[src/rtl/wash_cycle_controller_if.sv]
// rtl/wash_cycle_controller_if.sv - wash controller user, timer and status signals
interface wash_cycle_controller_if #(
  parameter int MIN_W = 5
);
  logic             coin_in;
  logic             double_wash;
  logic             timer_pause;
  logic [MIN_W-1:0] timer_minutes;
  logic             timer_enable;
  logic             pause_flag;
  logic             wash_done;
  logic [2:0]       state_out;

  modport master (
    input  coin_in,
    input  double_wash,
    input  timer_pause,
    input  timer_minutes,
    output timer_enable,
    output pause_flag,
    output wash_done,
    output state_out
  );

  modport slave (
    output coin_in,
    output double_wash,
    output timer_pause,
    output timer_minutes,
    input  timer_enable,
    input  pause_flag,
    input  wash_done,
    input  state_out
  );
endinterface

[src/rtl/wash_cycle_controller.sv]
// rtl/wash_cycle_controller.sv - wash cycle sequencing FSM driving the minute timer
module wash_cycle_controller #(
  parameter int FILL_MIN  = 2,
  parameter int WASH_MIN  = 5,
  parameter int RINSE_MIN = 2,
  parameter int SPIN_MIN  = 1,
  parameter int MIN_W     = 5
) (
  input  logic                   clk,
  input  logic                   rst_n,
  wash_cycle_controller_if.master bus
);

  typedef enum logic [2:0] {
    S_IDLE  = 3'd0,
    S_FILL  = 3'd1,
    S_WASH  = 3'd2,
    S_RINSE = 3'd3,
    S_SPIN  = 3'd4
  } state_t;

  localparam logic [MIN_W-1:0] FILL_LEN  = MIN_W'(FILL_MIN);
  localparam logic [MIN_W-1:0] WASH_LEN  = MIN_W'(WASH_MIN);
  localparam logic [MIN_W-1:0] RINSE_LEN = MIN_W'(RINSE_MIN);
  localparam logic [MIN_W-1:0] SPIN_LEN  = MIN_W'(SPIN_MIN);

  state_t           state;
  state_t           state_next;
  logic             dw_reg;
  logic             dw_next;
  logic             pass_cnt;
  logic             pass_next;
  logic             restart;
  logic             restart_next;
  logic             done_reg;
  logic             done_next;
  logic [MIN_W-1:0] phase_len;
  logic             phase_end;
  logic             enable;
  logic             paused;

  always_ff @(posedge clk or negedge rst_n) begin
    if (!rst_n) begin
      state    <= S_IDLE;
      dw_reg   <= 1'b0;
      pass_cnt <= 1'b0;
      restart  <= 1'b1;
      done_reg <= 1'b0;
    end else begin
      state    <= state_next;
      dw_reg   <= dw_next;
      pass_cnt <= pass_next;
      restart  <= restart_next;
      done_reg <= done_next;
    end
  end

  always_comb begin
    phase_len = '0;
    case (state)
      S_FILL:  phase_len = FILL_LEN;
      S_WASH:  phase_len = WASH_LEN;
      S_RINSE: phase_len = RINSE_LEN;
      S_SPIN:  phase_len = SPIN_LEN;
      default: phase_len = '0;
    endcase
  end

  // The first cycle of each phase holds the timer in clear so it restarts at 0.
  assign enable    = (state != S_IDLE) && !restart;
  assign paused    = (state == S_SPIN) && bus.timer_pause;
  // A pause in SPIN outranks a simultaneous phase end.
  assign phase_end = enable && (bus.timer_minutes == phase_len) && !paused;

  always_comb begin
    state_next = state;
    dw_next    = dw_reg;
    pass_next  = pass_cnt;
    done_next  = done_reg;
    case (state)
      S_IDLE: begin
        if (bus.coin_in) begin
          state_next = S_FILL;
          dw_next    = bus.double_wash;
          pass_next  = 1'b0;
          done_next  = 1'b0;
        end
      end
      S_FILL: begin
        if (phase_end) state_next = S_WASH;
      end
      S_WASH: begin
        if (phase_end) state_next = S_RINSE;
      end
      S_RINSE: begin
        if (phase_end) begin
          if (dw_reg && !pass_cnt) begin
            state_next = S_WASH;
            pass_next  = 1'b1;
          end else begin
            state_next = S_SPIN;
          end
        end
      end
      S_SPIN: begin
        if (phase_end) begin
          state_next = S_IDLE;
          done_next  = 1'b1;
        end
      end
      default: state_next = S_IDLE;
    endcase
    restart_next = (state_next != state);
  end

  assign bus.timer_enable = enable;
  assign bus.pause_flag   = paused;
  assign bus.wash_done    = done_reg;
  assign bus.state_out    = state;

endmodule

[src/flat_wrapper.sv]
// flat-port wrapper written by rule: the top's interface ports become plain ports
module wash_cycle_controller_flat 
#(
  parameter int FILL_MIN  = 2,
  parameter int WASH_MIN  = 5,
  parameter int RINSE_MIN = 2,
  parameter int SPIN_MIN  = 1,
  parameter int MIN_W     = 5
)
  (clk, rst_n, bus_coin_in, bus_double_wash, bus_timer_pause, bus_timer_minutes, bus_timer_enable, bus_pause_flag, bus_wash_done, bus_state_out);
  wash_cycle_controller_if #(.MIN_W(MIN_W)) bus_i ();
  input  logic clk;
  input  logic rst_n;
  input wire logic [$bits(bus_i.coin_in)-1:0] bus_coin_in;
  input wire logic [$bits(bus_i.double_wash)-1:0] bus_double_wash;
  input wire logic [$bits(bus_i.timer_pause)-1:0] bus_timer_pause;
  input wire logic [$bits(bus_i.timer_minutes)-1:0] bus_timer_minutes;
  output wire logic [$bits(bus_i.timer_enable)-1:0] bus_timer_enable;
  output wire logic [$bits(bus_i.pause_flag)-1:0] bus_pause_flag;
  output wire logic [$bits(bus_i.wash_done)-1:0] bus_wash_done;
  output wire logic [$bits(bus_i.state_out)-1:0] bus_state_out;
  assign bus_i.coin_in = bus_coin_in;
  assign bus_i.double_wash = bus_double_wash;
  assign bus_i.timer_pause = bus_timer_pause;
  assign bus_i.timer_minutes = bus_timer_minutes;
  assign bus_timer_enable = bus_i.timer_enable;
  assign bus_pause_flag = bus_i.pause_flag;
  assign bus_wash_done = bus_i.wash_done;
  assign bus_state_out = bus_i.state_out;
  wash_cycle_controller #(.FILL_MIN(FILL_MIN), .WASH_MIN(WASH_MIN), .RINSE_MIN(RINSE_MIN), .SPIN_MIN(SPIN_MIN), .MIN_W(MIN_W)) u_core (.clk(clk), .rst_n(rst_n), .bus(bus_i));
endmodule
[config.mk]
export PLATFORM = sky130hd
export DESIGN_NAME = wash_cycle_controller_flat
export DESIGN_NICKNAME = d
export VERILOG_FILES = /design/src/rtl/wash_cycle_controller_if.sv /design/src/rtl/wash_cycle_controller.sv /design/src/flat_wrapper.sv
export SDC_FILE = /design/constraint.sdc
export NUM_CORES = 1
export LEC_CHECK = 0
export BUFFER_PORTS_ARGS = -buffer_cell sky130_fd_sc_hd__buf_2
export CORE_AREA = 8 8 45 47
export DETAILED_ROUTE_END_ITERATION = 8
export DIE_AREA = 0 0 53 55
export SLEW_MARGIN = 25
export SYNTH_ARGS = -nofsm -noshare
export SYNTH_HDL_FRONTEND = slang
export SYNTH_SLANG_ARGS = --single-unit
[constraint.sdc]
create_clock -name clk -period 2 [get_ports clk]
set_input_delay 0.3 -clock clk [delete_from_list [all_inputs] [get_ports clk]]
set_output_delay 0.3 -clock clk [all_outputs]
set_load 0.005 [all_outputs]
==> flow_summary.ini <==
[pwr]
p_leak_uw = 0.000263
peakVddDrop_v = 0.000351
p_per_area_nw_per_um2 = 1110
power.share.clock_pct = 21.2
p_seq_share_pct = 36.1
p_int_uw = 397
switching_share_pct = 38.9
p_comb_share_pct = 42.7
power.switching_uw = 253

[timing]
period_needed_ps = 1800
fin_ws_ps = 198
max_slew_margin_pct = 74.6
max_freq_ghz = 0.555
worstMarginPinSlew_ps = 379
worst_clock_skew_ps = 0.429
drv_slew = 0
rsz0062_at_grt = no
final.period_utilization_pct = 90.1
setup-tns-final_ps = 0
hold_violations = 0
finalSetupViolCount = 0

[critical_path]
critical_path_arrival_ps = 1960
critPathKind = reg -> reg
cp_max_fo = 9
critPathSlowestCell = dfrtp_1
required_ps = 2160
cp.buffers_inverters = 1
slowest_delay_ps = 420
setup.worst_path.end_class = flip-flop
worst_setup_path_start_kind = flip-flop
critPathTopFamily = compound AO/OA/AOI/OAI gates
crit_chain = buf_4 -> and2b_1 -> xor2_1 -> a211oi_4 -> nand2_1 -> a221oi_1

[layout]
final_nets = 81
diodes = 0
largest_reg_flops = 3
multi_input_area_sq_um = 250
drive_gt1_share_pct = 35.7
n_fill_cell = 134
seqCellArea_sq_um = 176
syn_to_final_growth_pct = 30.8

[floorplanning]
num_rows = 14
die_w_microns = 53
die_y_microns = 55
initial_utilization_pct = 32.3
io_pins = 16
core_area_sq_um = 1380
die_area_sq_um = 2920

[grt]
grt-ovfl-total = 0
grt_max_degree = 10
antenna_found_initial = 0
grt_pass1_vias = 428
grt_util_all_layers_pct = 8.66
grt_pass1_wl_microns = 1860

[clock_network]
clk_latency_ps = 260
cts_tree = done
cts_htree_levels = 1
cts.repair.resized = 0
cts_sinks = 7
numCtsBuffers = 3
root_buffer = clkbuf_4
cts_buffer_depth = 2
postCtsSetupBuffers = 0
clkTransAtPathRegs_ps = 50

[logic_synthesis]
synth_cell_type_count = 29
synthMuxAreaShare_pct = 2.52
synth_sequential_area_ratio_pct = 39.5
synthXorXnorAreaFrac_pct = 3.92
ys_warn_count = 0
synth_top_family_by_area = simple AND/OR/NAND/NOR gates
netlist_area_sq_um = 447
syn_inst = 50
synth_compound_area_share_pct = 23.2
synth.avg_cell_area_sq_um = 8.93
synth_seq_cells = 7
synth_edf_count = 0
yosys.area_share.simple_pct = 26.3
yosys.area_share.adder_pct = 0
synth.top_cell.area_share_pct = 33.6
synthTopCellsByArea = dfrtp_1 34%, dfstp_2 5.9%, nor2_1 5.0%, a211oi_4 4.5%, a21oi_1 4.5%
synth-main-ff-cell = dfrtp_1
syn_nets = 60
synth_top_area_cell = dfrtp_1
async_reset_ff_share_pct = 100

[drt]
wl_per_cell_microns = 12.9
via_count = 422
drc = 0
via_per_inst = 4.91
dr.pass1.iters = 4
wl_microns = 1110
drt_iter0_drc = 9
ant_nets = 0

[place]
post-place-ws_ps = 118
gp_congestion = 0.843
hpwl_microns = 814
port_buffers = 15

[status]
outcome = finished, final reports clean

[worst_hold_path]
hold_path_class = in -> reg

[flow_run]
maxCapViolations = 0
==> worst paths after layout <==
| path | startpoint | endpoint | slack [ps] | depth (start not counted) |
|---|---|---|---|---|
| setup / recovery | u_core.bus.state_out[0]$_DFF_PN0_ | u_core.bus.state_out[0]$_DFF_PN0_ | 200 | 6 |
| hold / removal | bus_double_wash | u_core.dw_reg$_DFFE_PN0P_ | 250 | 2 |
| setup reg to reg | u_core.bus.state_out[0]$_DFF_PN0_ | u_core.bus.state_out[0]$_DFF_PN0_ | 200 | 6 |
| hold reg to reg | u_core.dw_reg$_DFFE_PN0P_ | u_core.dw_reg$_DFFE_PN0P_ | 490 | 1 |
| max in group asynchronous | rst_n | u_core.restart$_DFF_PN1_ | 1340 | 2 |
| min in group asynchronous | rst_n | u_core.bus.wash_done$_DFFE_PN0P_ | 420 | 2 |
==> worst register-to-register path: cells and delay by family (launching register included) <==
kind,cells,cell delay [ps]
compound gates,2,660
flops,1,420
simple gates,2,270
buf+inv,1,180
xor+xnor,1,170
==> Yosys cell counts, types with 2 or more instances <==
cell,n
a21oi_1,4
dfrtp_1,6
nand2_1,5
nand2b_1,2
nor2_1,6
nor3_1,3
o21ai_1,2
==> layout by cell type, fill, tap and decap left out, types with 2 or more instances in the layout <==
cell,netlist,final
buf_2,1,15
nor2_1,6,6
dfrtp_1,6,6
nand2_1,5,5
a21oi_1,4,4
nor3_1,3,3
clkbuf_4,0,3
buf_4,1,3
o21ai_1,2,2
nand2b_1,2,2
==> layout make-up <==
class                      count  area share, %
timing repair buffer          19           18.4
sequential                     7           30.2
clock buffer                   4           4.50
tap                           16           3.43
inverter                       1          0.642
multi-input combinational     39           42.8
==> per-stage QoR <==
| step | std cells | power (uW) | utilization, % | area [sq um] | hold WS, ps |
|---|---|---|---|---|---|
| global route | 86 | 702 | 42.2 | 584 | 252 |
| floorplan | 50 | 425 | - | 447 | 4.41 |
| global placement | 81 | 512 | 39.6 | 548 | 142 |
| CTS | 86 | 655 | 42.2 | 584 | 255 |
| finish | 86 | 651 | 42.2 | 584 | 249 |
| detailed placement | 81 | 513 | 39.6 | 548 | 144 |
==> routing by layer <==
metal	track usage [%]	share of wire, %	wire length (microns)
met5	0	0	0
met2	12.9	45	499
met3	3.74	10	113
met4	8.62	4.0	45
met1	8.90	41	454
==> power groups by stage <==
stage / Combinational (uW) / Clock [uW] / Sequential [uW]
after floorplan: 207 / 0 / 217
after global placement: 278 / 0 / 234
after detailed placement: 279 / 0 / 234
after CTS: 283 / 139 / 234
after global routing: 308 / 150 / 244
final: 278 / 138 / 235
==> cells by family (layout without fill, tap and decap cells) <==
family,after synthesis,in the layout
AND/OR/NAND/NOR,23,23
AO/OA/AOI/OAI,13,13
flip-flops,7,7
buffers and inverters,4,24
XOR/XNOR,2,2
multiplexers,1,1
==> timing repair <==
action	in CTS	in global routing
endpoints found under the setup margin	0	1
hold buffers	1	0
hold endpoints to repair	6	0
Note: power is estimated with default switching activity, not from simulation.
